$ cat src/rtl/hc08_share_arb_pkg.sv
// Shared types and helpers for the hc08 gate-bank arbiter.
package hc08_share_arb_pkg;

  typedef enum logic [1:0] {
    ST_IDLE = 2'd0,
    ST_EXEC = 2'd1,
    ST_RESP = 2'd2
  } state_t;

  // Index width with a floor of one bit so a single requester still has an id port.
  function automatic int clog2_min1(input int n);
    int r;
    r = 0;
    for (int i = 0; i < 31; i++) begin
      if ((1 << i) < n) r = i + 1;
    end
    return (r < 1) ? 1 : r;
  endfunction

endpackage

$ cat src/rtl/hc08_share_arb_rr_pick.sv
// Combinational round-robin picker: first set request after ptr, wrapping modulo NREQ.
module hc08_share_arb_rr_pick #(
  parameter int NREQ = 4,
  parameter int IDW  = 2
) (
  input  logic [NREQ-1:0] req,
  input  logic [IDW-1:0]  ptr,
  output logic            valid,
  output logic [IDW-1:0]  idx,
  output logic [NREQ-1:0] onehot
);

  int              p;
  int              c;
  logic [IDW-1:0]  ci;

  always_comb begin
    valid  = 1'b0;
    idx    = '0;
    onehot = '0;
    p      = int'(ptr);
    c      = 0;
    ci     = '0;
    for (int i = 1; i <= NREQ; i++) begin
      c  = (p + i) % NREQ;
      ci = IDW'(c);
      if (!valid && req[ci]) begin
        valid = 1'b1;
        idx   = ci;
      end
    end
    if (valid) onehot[idx] = 1'b1;
  end

endmodule

$ cat src/rtl/hc08_share_arb.sv
// Round-robin sequencer sharing one bank of 74HC08 AND gates among NREQ requesters.
//  state   | meaning
//  IDLE    | waiting for any req; picks winner, captures operands, pulses gnt
//  EXEC    | gate bank evaluates captured operands; result registered at end
//  RESP    | rsp_valid held with data/id until rsp_ready
module hc08_share_arb
  import hc08_share_arb_pkg::*;
#(
  parameter  int NREQ  = 4,
  parameter  int WIDTH = 4,
  localparam int IDW   = clog2_min1(NREQ)
) (
  input  logic                  clk,
  input  logic                  rst,
  input  logic [NREQ-1:0]       req,
  input  logic [NREQ*WIDTH-1:0] a_flat,
  input  logic [NREQ*WIDTH-1:0] b_flat,
  output logic [NREQ-1:0]       gnt,
  output logic                  rsp_valid,
  input  logic                  rsp_ready,
  output logic [WIDTH-1:0]      rsp_data,
  output logic [IDW-1:0]        rsp_id,
  output logic                  busy
);

  state_t           state;
  logic [IDW-1:0]   ptr;
  logic [IDW-1:0]   k;
  logic [WIDTH-1:0] op_a;
  logic [WIDTH-1:0] op_b;
  logic [WIDTH-1:0] gate_y;

  logic             pick_valid;
  logic [IDW-1:0]   pick_idx;
  logic [NREQ-1:0]  pick_onehot;
  logic [WIDTH-1:0] a_sel;
  logic [WIDTH-1:0] b_sel;

  hc08_share_arb_rr_pick #(
    .NREQ (NREQ),
    .IDW  (IDW)
  ) u_pick (
    .req    (req),
    .ptr    (ptr),
    .valid  (pick_valid),
    .idx    (pick_idx),
    .onehot (pick_onehot)
  );

  assign a_sel = a_flat[pick_idx*WIDTH +: WIDTH];
  assign b_sel = b_flat[pick_idx*WIDTH +: WIDTH];

  // One 2-input AND per bit; only the captured operand registers reach the gates.
  for (genvar g = 0; g < WIDTH; g++) begin : g_hc08
    assign gate_y[g] = op_a[g] & op_b[g];
  end

  always_ff @(posedge clk) begin
    if (rst) begin
      state     <= ST_IDLE;
      ptr       <= IDW'(NREQ - 1);
      k         <= '0;
      op_a      <= '0;
      op_b      <= '0;
      gnt       <= '0;
      rsp_valid <= 1'b0;
      rsp_data  <= '0;
      rsp_id    <= '0;
      busy      <= 1'b0;
    end else begin
      gnt <= '0;
      case (state)
        ST_IDLE: begin
          if (pick_valid) begin
            op_a  <= a_sel;
            op_b  <= b_sel;
            k     <= pick_idx;
            ptr   <= pick_idx;
            gnt   <= pick_onehot;
            busy  <= 1'b1;
            state <= ST_EXEC;
          end
        end
        ST_EXEC: begin
          rsp_data  <= gate_y;
          rsp_id    <= k;
          rsp_valid <= 1'b1;
          state     <= ST_RESP;
        end
        ST_RESP: begin
          if (rsp_ready) begin
            rsp_valid <= 1'b0;
            busy      <= 1'b0;
            state     <= ST_IDLE;
          end
        end
        default: begin
          rsp_valid <= 1'b0;
          busy      <= 1'b0;
          state     <= ST_IDLE;
        end
      endcase
    end
  end

endmodule
$ cat config.mk
export PLATFORM = sky130hd
export DESIGN_NAME = hc08_share_arb
export DESIGN_NICKNAME = d
export VERILOG_FILES = /design/src/rtl/hc08_share_arb_pkg.sv /design/src/rtl/hc08_share_arb_rr_pick.sv /design/src/rtl/hc08_share_arb.sv
export SDC_FILE = /design/constraint.sdc
export NUM_CORES = 1
export LEC_CHECK = 0
export CORE_AREA = 4 4 80 82
export CTS_BUF_LIST = sky130_fd_sc_hd__clkbuf_8 sky130_fd_sc_hd__clkbuf_16
export DETAILED_ROUTE_END_ITERATION = 16
export DIE_AREA = 0 0 84 86
export GPL_TIMING_DRIVEN = 1
export HOLD_SLACK_MARGIN = 0.06
export PLACE_DENSITY = 0.57
export RECOVER_POWER = 100
export REMOVE_ABC_BUFFERS = 1
export SYNTH_ARGS = -nofsm -noshare
export SYNTH_HDL_FRONTEND = slang
export SYNTH_HIERARCHICAL = 1
export SYNTH_SLANG_ARGS = --single-unit
$ cat constraint.sdc
create_clock -name clk -period 3 [get_ports clk]
set_input_delay 0.6 -clock clk [delete_from_list [all_inputs] [get_ports clk]]
set_output_delay 0.6 -clock clk [all_outputs]
set_load 0.05 [all_outputs]
==> impl_metrics.yaml <==
yosys:
  yosysUniqueCellTypes: 35
  synth-main-ff-cell: "dfxtp_1"
  synth_most_common_cell: "nand2_1"
  syn_avg_cell_area_um2: 9.05
  yosysTopAreaCell: "dfxtp_1"
  synth_commonest_cells: "33 x nand2_1, 26 x dfxtp_1, 21 x a21oi_1"
  synth_edf_count: 0
  yosys.area.top_type_share_pct: 39.4
  synth.area.top_cells: "dfxtp_1 39%, mux4_2 14%, nand2_1 9.4%"
  ys_seq_area_share_pct: 39.4
  synth-warning-count: 6
  syn-instance-count: 146
  syn_area_um2: 1320
  synth_async_sr_flop_share_pct: 0
  ys_ff_latch: 26
pwr:
  p_per_area_nw_per_um2: 466
  peakVddDrop_uv: 185
  leakage_nw: 0.730
route:
  drt-initial-drc-count: 34
  firstDrtPassIters: 5
  wirelength_mm: 3.06
  via_per_inst: 4.36
  postRouteAntennaNets: 0
  post-route-drc-count: 0
  vias: 1163
  wire_per_inst_um: 11.4
clock_network:
  h-tree-depth: 1
  numCtsBuffers: 3
  clockBufferDepth: 2
  clk_latency_ps: 260
  cts.clk_slew.worst_paths_ps: 80
  cts_hold_buffers: 0
  postCtsSetupBuffers: 0
  cts-root-buf: "clkbuf_8"
  cts.sinks: 26
  cts_tree: "yes"
  cts_resized: 0
die:
  die-area_um2: 7220
  chipWidth_um: 84
  core_region_area_um2: 5750
  die_y_um: 86
  rows: 28
  start_util_pct: 23.0
  pin_count: 51
finish:
  fill_cells: 641
  antenna_cells: 0
  syn_to_final_growth_pct: 42.7
  drive_gt1_share_pct: 8.33
  nets: 233
  fin_area_um2: 1890
worst_hold_path:
  hold_end: "rsp_data[1]"
  min-delay-start: "rsp_data[1]"
  hold_path_class: "reg2reg"
  whs_path_depth: 2
setup_path:
  crit_type: "in2reg"
  cp_slowest_stage_delay_ps: 580
  start_kind: "primary input"
  r2r_slack_ps: 1010
  path_max_fanout: 13
  required_ps: 3210
  cp_slowest_cell: "dlygate4sd3_1"
  reg2reg_to: "op_a[2]"
  cp.arrival_ps: 2750
  r2r_cells: 7
  path_common_cell: "nor2_1"
  path_cells: "dlygate4sd3_1 > clkbuf_1 > nor2_1 > nand2_1 > or3b_1 > nor2_1 > and2_1"
  worst_setup_path_end_kind: "register"
  r2r-start: "ptr[1]"
place:
  gp_congestion: 0.775
  dpl-instance-area_um2: 1860
  dp.final_hpwl_mm: 2.40
  place_worst_setup_slack_ps: 280
  port_buffers: 50
sta:
  setup_violations: 0
  setup_tns_ps: 0
  worst_slack_ps: 458
  final.period_utilization_pct: 84.7
  rsz0062_at_grt: "no"
  finalHoldViolCount: 0
  post-route-min-period_ps: 2540
  finalMaxSlewViolations: 0
  worst_pin_slew_ps: 815
  slew-limit-headroom_pct: 45.5
  max_freq_mhz: 393
  clock_skew_ps: 2.03
global_routing:
  antenna_found_initial: 0
  grt_pass1_wl_mm: 5.30
  grt_usage_pct: 8.86
  grt_pass1_vias: 1206
  grt_max_degree: 23
  overflow: 0
outcome:
  status: "finished clean"
job:
  cap_violations: 0
## sequential cells by signal, summed over array words and instances (netlist names)
signal and flops:
busy 1, gnt 4, k 2, op_a 4
op_b 4, ptr 2, rsp_data 4, rsp_id 2
rsp_valid 1, state 2
## critical path: cells and delay by family
kind                   cells  cell delay, ps
buffers and inverters      2             870
AND/OR/NAND/NOR            5            1280
## cells by family (layout without fill, tap and decap cells)
family,count (synthesis),count (layout),share of synthesized area (%)
simple gates,62,62,22.8
compound gates,38,38,17.8
mux,8,8,13.6
buf+inv,12,58,6.34
flops,26,26,39.4
## cell usage in the layout (no fill, tap or decap), drive strengths merged, types with 2 or more instances in the layout
cell	synthesis	final
nor2	8	8
a21oi	23	23
o21ai	3	3
nor2b	3	3
nand3	4	4
and2	5	5
a211oi	2	2
nand2	33	33
nand2b	4	4
dlygate4sd3	0	15
mux4	8	8
clkbuf	4	4
o21bai	2	2
and2b	2	2
inv	2	2
clkdlybuf4s50	0	35
buf	6	2
dfxtp	26	26
## metal layers
layer  part of all wire [%]  GRT usage (%)  routed length (um)
met3                    4.7           1.44                 143
met2                     48           15.4                1460
met1                     46           10.7                1400
met5                      0              0                   0
met4                    1.8           4.09                  55
## area by class of cell
class	instances	area (um^2)	share of cell area, %
timing repair buffer	53	519	27.5
multi-input combinational	108	703	37.3
clock buffer	3	41.3	2.19
tap	75	93.8	4.98
inverter	2	7.51	0.398
sequential	26	520	27.6
## where the power goes
part	internal [mW]	total, mW	switching [mW]
Sequential	0.381	0.411	0.0302
Combinational	0.146	0.277	0.131
Clock	0.0898	0.191	0.101
## per-stage QoR
step / hold slack, ps / util (%) / instances / power, mW
final: 453 / 32.8 / 267 / 0.878
after global routing: 479 / 32.8 / 267 / 0.936
after CTS: 456 / 33.1 / 267 / 0.903
after detailed placement: 445 / 32.4 / 264 / 0.711
after global placement: 441 / 32.4 / 264 / 0.707
after floorplan: 426 / - / 136 / 0.594
## how the worst max path moves through the flow
| stage | from | to | slack, ps | depth (start not counted) |
|---|---|---|---|---|
| after floorplan | req[0] | op_a[0] | 530 | 6 |
| after global placement | req[1] | op_b[2] | 300 | 8 |
| after detailed placement | req[1] | op_a[2] | 280 | 8 |
| after CTS | req[1] | op_a[2] | 560 | 8 |
| after global routing | req[3] | gnt[0] | 280 | 7 |
| final | req[3] | gnt[2] | 460 | 7 |
Note: power is estimated with default switching activity, not from simulation.
